[config.mk]
export PLATFORM = sky130hd
export DESIGN_NAME = neuron_mac
export DESIGN_NICKNAME = d
export VERILOG_FILES = /design/src/rtl/neuron_mac.sv
export SDC_FILE = /design/constraint.sdc
export NUM_CORES = 2
export LEC_CHECK = 0
export ABC_AREA = 1
export CORE_MARGIN = 5
export CORE_UTILIZATION = 58
export DETAILED_ROUTE_END_ITERATION = 8
export GPL_TIMING_DRIVEN = 0
export PLACE_DENSITY_LB_ADDON = 0.05
export SLEW_MARGIN = 10
export SYNTH_ARGS = -nofsm -noshare
export SYNTH_HDL_FRONTEND = slang
export SYNTH_SLANG_ARGS = --single-unit
export TNS_END_PERCENT = 100
[constraint.sdc]
create_clock -name clk -period 2.6 [get_ports clk]
set_clock_uncertainty 0.2 [all_clocks]
set_input_delay 0.78 -clock clk [delete_from_list [all_inputs] [get_ports clk]]
set_output_delay 0.78 -clock clk [all_outputs]
set_load 0.1 [all_outputs]
[src/rtl/neuron_mac.sv]
// ---------------------------------------------------------------------------
// neuron_mac: multiply-accumulate front end of a neuron.
//
// Each accepted beat multiplies a signed activation by a signed Q2.13 weight.
// The products of a vector are summed, the bias from the vector's first beat
// is added, and the result is clipped to the 31-bit activation range before
// it is handed to the sigmoid stage.
//
// Parameters
//   W_FRAC    fractional bits of the weight format (default 13)
//   ACC_W     accumulator width (default 48)
//
// Ports
//   clk        clock, rising edge
//   reset      asynchronous reset, active low
//   in_valid   input beat valid
//   in_ready   block accepts a beat this cycle
//   x_in       signed activation, 100000000 = 1.0
//   w_in       signed weight, Q2.13
//   in_last    final beat of a vector
//   bias       signed bias, sampled on the first beat of a vector
//   out_valid  result valid
//   out_ready  consumer accepts the result
//   x_out      signed clipped weighted sum
//   sat        x_out was clipped (qualified by out_valid)
// ---------------------------------------------------------------------------
module neuron_mac #(
    parameter int W_FRAC = 13,
    parameter int ACC_W  = 48
) (
    input  logic        clk,
    input  logic        reset,
    input  logic        in_valid,
    output logic        in_ready,
    input  logic [30:0] x_in,
    input  logic [15:0] w_in,
    input  logic        in_last,
    input  logic [30:0] bias,
    output logic        out_valid,
    input  logic        out_ready,
    output logic [30:0] x_out,
    output logic        sat
);

    typedef enum logic [1:0] {
        IDLE,
        ACCUM,
        DRAIN,
        OUT
    } state_e;

    // Largest and smallest values representable on the 31-bit output.
    localparam logic signed [ACC_W-1:0] POS_LIM = {{(ACC_W-31){1'b0}}, 31'h3FFF_FFFF};
    localparam logic signed [ACC_W-1:0] NEG_LIM = {{(ACC_W-31){1'b1}}, 31'h4000_0000};

    state_e                   state_q;
    logic                     inReady_q;
    logic                     outValid_q;
    logic [30:0]              xOut_q;
    logic                     sat_q;
    logic signed [ACC_W-1:0]  acc_q;
    logic signed [ACC_W-1:0]  product_q;
    logic                     prodValid_q;
    logic [30:0]              bias_q;

    logic                     xfer;
    logic signed [46:0]       xExt;
    logic signed [46:0]       wExt;
    logic signed [46:0]       prodFull;
    logic signed [46:0]       prodShift;
    logic signed [ACC_W-1:0]  product_d;
    logic signed [ACC_W-1:0]  biasExt;
    logic signed [ACC_W-1:0]  sum_d;
    logic                     posSat;
    logic                     negSat;

    assign xfer = in_valid & inReady_q;

    // Both operands are widened to the full 47-bit product width so the
    // multiply is exact; the arithmetic shift then floors toward -infinity.
    assign xExt      = {{16{x_in[30]}}, x_in};
    assign wExt      = {{31{w_in[15]}}, w_in};
    assign prodFull  = xExt * wExt;
    assign prodShift = prodFull >>> W_FRAC;
    assign product_d = {{(ACC_W-47){prodShift[46]}}, prodShift};

    assign biasExt = {{(ACC_W-31){bias_q[30]}}, bias_q};
    assign sum_d   = acc_q + biasExt;
    assign posSat  = (sum_d > POS_LIM);
    assign negSat  = (sum_d < NEG_LIM);

    // Control FSM with the two-stage datapath. The last product is folded
    // into the accumulator during DRAIN; the first cycle of OUT registers
    // the biased, clipped sum and raises out_valid on the following edge.
    always_ff @(posedge clk or negedge reset) begin
        if (!reset) begin
            state_q     <= IDLE;
            inReady_q   <= 1'b0;
            outValid_q  <= 1'b0;
            xOut_q      <= '0;
            sat_q       <= 1'b0;
            acc_q       <= '0;
            product_q   <= '0;
            prodValid_q <= 1'b0;
            bias_q      <= '0;
        end else begin
            prodValid_q <= xfer;
            if (xfer) begin
                product_q <= product_d;
            end

            // A new vector starts from zero; nothing is pending in IDLE.
            if (state_q == IDLE && xfer) begin
                acc_q <= '0;
            end else if (prodValid_q) begin
                acc_q <= acc_q + product_q;
            end

            case (state_q)
                IDLE: begin
                    inReady_q <= 1'b1;
                    if (xfer) begin
                        bias_q <= bias;
                        if (in_last) begin
                            state_q   <= DRAIN;
                            inReady_q <= 1'b0;
                        end else begin
                            state_q <= ACCUM;
                        end
                    end
                end
                ACCUM: begin
                    if (xfer && in_last) begin
                        state_q   <= DRAIN;
                        inReady_q <= 1'b0;
                    end
                end
                DRAIN: begin
                    state_q <= OUT;
                end
                OUT: begin
                    if (!outValid_q) begin
                        outValid_q <= 1'b1;
                        sat_q      <= posSat | negSat;
                        if (posSat) begin
                            xOut_q <= POS_LIM[30:0];
                        end else if (negSat) begin
                            xOut_q <= NEG_LIM[30:0];
                        end else begin
                            xOut_q <= sum_d[30:0];
                        end
                    end else if (out_ready) begin
                        outValid_q <= 1'b0;
                        state_q    <= IDLE;
                        inReady_q  <= 1'b1;
                    end
                end
                default: begin
                    state_q   <= IDLE;
                    inReady_q <= 1'b1;
                end
            endcase
        end
    end

    assign in_ready  = inReady_q;
    assign out_valid = outValid_q;
    assign x_out     = xOut_q;
    assign sat       = sat_q;

endmodule

==> flow_summary_export.csv <==
group,metric,value,unit
status,status,"complete, but fails checks",
status,violations,"negative setup slack",
setup_path,end_kind,"register",
finish,final_cell_area,40680,sq um
cts,clkLatencyLatePin,0.47,ns
hold_path,hold_class,"in -> async",
cts,clk_path_buf_depth,2,
cts,clk_pin_slew_worst_paths,0.06,ns
sta,period_share,2.358,
cts,cts_root_buf,"clkbuf_16",
sta,max_slew.worst_pin.slew,0.7776,ns
drt,antenna_left,0,
drt,routed_via_density,5.560,
cts,cts_buffers,17,
die,chipWidth,240.2,microns
sta,rsz0062_at_grt,"true",
die,fp.dieArea,57710,sq um
sta,slew_violations,0,
job,cap_violations,0,
die,rows,84,
global_route,grtUsageTotal,0.3580,
placement,place_area,33620,sq um
drt,drt_pass1_iterations,8,
synth,ys_ff_latch,150,
synth,synth-edff-count,0,
global_route,grt_start_max_net_pins,97,
setup_path,crit_type,"in -> reg",
placement,post-place-ws,-5.192,ns
synth,synthArstFlopShare,1.000,
setup_path,critPathArrivalTime,6.28,ns
setup_path,worst_r2r_path_depth,18,
cts,h-tree-depth,4,
sta,fin_ws,-3.530,ns
setup_path,crit_fanout,6,
die,die_y,240.2,microns
placement,port_buffers,92,
synth,synth_cell_types,51,
finish,final_cell_mix,"1,064 x nand2_1, 999 x inv_1, 426 x fa_1",
sta,setup_viol,79,
global_route,overflow,0,
sta,slew_headroom,0.4816,
setup_path,r2r_start,"bias_q[30]",
sta,fin_crit,6.130,ns
placement,place_hpwl,80680,microns
drt,wl_per_cell,20.70,microns
finish,final_core_util,0.7741,
sta,hold_violations,0,
finish,n_antenna_cell,0,
die,start_util,0.5850,
global_route,antenna_found_initial,0,
placement,gp_congestion,0.9884,
global_route,grt_pass1_wl,159300,microns
finish,layout_commonest_cell,"nand2_1",
sta,fmax,163.1,MHz
die,io_pins,117,
synth,syn_inst,4285,
synth,seq_area_frac_synth,0.1221,
cts,cts_tree,"yes",
synth,syn_nets,5050,
setup_path,crit_path_start_kind,"primary input",
drt,drc,0,
drt,vias,29660,
synth,avgSynthCellArea,7.175,sq um
finish,areaGrowthSynthToFinish,32.32,%
setup_path,cp-startpoint,"w_in[13]",
setup_path,required,2.75,ns
finish,final_layout_size_suffix_gt1_frac,0.2708,
cts,ctsHoldBuffers,0,
synth,synth_area,30740,sq um
synth,synthFlopType,"dfrtp_1",
drt,initialDrtViolationCount,2175,
cts,clock-sinks,150,
drt,wirelength,110400,microns
global_route,first_global_vias,29220,
finish,layout.nets,5398,
die,coreArea,52550,sq um
synth,synth_warnings,0,
-- layout make-up --
| class | instances | area (sq um) |
|---|---|---|
| Buffer | 129 | 1888 |
| Clock buffer | 20 | 446.7 |
| Clock inverter | 12 | 166.4 |
| Fill cell | 3698 | 11870 |
| Inverter | 1093 | 4124 |
| Multi-Input combinational cell | 2911 | 26040 |
| Sequential cell | 150 | 3781 |
| Tap cell | 688 | 860.8 |
| Timing Repair Buffer | 331 | 3369 |
-- state kept, by name (all words and copies together) (netlist names) --
register,cells
product_q,34
prodValid_q,1
in_ready,1
state_q,2
bias_q,31
acc_q,48
sat,1
x_out,31
out_valid,1
-- synthesized netlist by cell type, types with 2 or more instances --
cell type / n / area share
nand2_1: 1215 / 0.15
dfrtp_1: 150 / 0.12
ha_1: 209 / 0.085
nand3_1: 87 / 0.014
o21ai_0: 139 / 0.023
a21o_1: 10 / 0.0024
fa_1: 473 / 0.31
nor2_4: 4 / 0.0015
nor2_2: 19 / 0.0039
a21oi_1: 201 / 0.033
o221ai_1: 2 / 0.00057
nand4_1: 21 / 0.0043
buf_1: 10 / 0.0012
inv_1: 1079 / 0.13
xor2_1: 34 / 0.0097
nand2_2: 10 / 0.0020
nor2_1: 263 / 0.032
o21a_1: 15 / 0.0037
a21boi_0: 5 / 0.0012
buf_12: 3 / 0.0020
inv_2: 13 / 0.0016
xnor2_1: 23 / 0.0066
o21bai_1: 15 / 0.0037
or2_2: 22 / 0.0045
a31oi_1: 23 / 0.0047
nor4_1: 6 / 0.0012
nor3_2: 2 / 0.00065
buf_6: 3 / 0.0011
mux2_2: 31 / 0.011
nor3_1: 18 / 0.0029
nand3b_1: 9 / 0.0022
o211ai_1: 5 / 0.0012
clkbuf_1: 115 / 0.014
a32o_1: 3 / 0.00098
a21oi_2: 30 / 0.0085
a221oi_1: 3 / 0.00085
-- timing repair --
action	in CTS	in global routing
buffers inserted	127	102
gates cloned	16	4
endpoints found under the setup margin	178	105
pin swaps	153	261
gates resized for setup	838	534
-- worst paths after layout --
path,end,slack (ns)
setup / recovery,product_q[23],-3.53
hold / removal,x_out[3],0.008
setup reg to reg,x_out[28],-0.68
hold reg to reg,x_out[30],0.30
max in group asynchronous,acc_q[25],1.28
min in group clk,x_out[30],0.30
-- metrics by stage --
step	hold slack, ns	setup TNS, ns	cells
final	0.008013	-134.81	5334
after global routing	0.05620	-144.55	5334
after CTS	0.03505	-134.08	5239
after detailed placement	0.2750	-253.68	5066
after global placement	0.2679	-1104.48	5065
after floorplan	0.2529	-111.99	4285
-- critical path: stages --
cell and delay (ns):
buf_6 0.14, clkbuf_16 0.16, buf_4 0.16, nand2_1 0.07, inv_1 0.08, fa_1 0.55
fa_2 0.44, fa_2 0.54, fa_2 0.44, fa_1 0.49, inv_1 0.05, fa_1 0.47
inv_1 0.06, ha_4 0.33, nand2_1 0.14, nor2_1 0.23, inv_1 0.11, nor3_1 0.30
nand3_1 0.18, nand2_2 0.22, nand3_2 0.09, nand2_1 0.07, nand2_1 0.05, nand3_1 0.07
nand2_1 0.06
-- layer usage --
metal | global-route usage | part of all wire
met5 | 0 | 0
met4 | 0.2103 | 0.083
met3 | 0.05563 | 0.078
met1 | 0.4173 | 0.35
met2 | 0.6262 | 0.49
-- logic make-up (layout without fill, tap and decap cells) --
logic type / after synthesis / in the layout / share of synthesized area
mux: 31 / 31 / 0.01135
buf+inv: 1224 / 1585 / 0.1518
compound gates: 461 / 461 / 0.08600
flops: 150 / 150 / 0.1221
simple gates: 1679 / 1679 / 0.2190
xor+xnor: 58 / 58 / 0.01677
fa+ha+maj: 682 / 682 / 0.3931
Power is not shown: default switching activity piles up to over one toggle a cycle in this logic, so the estimate is an artifact.
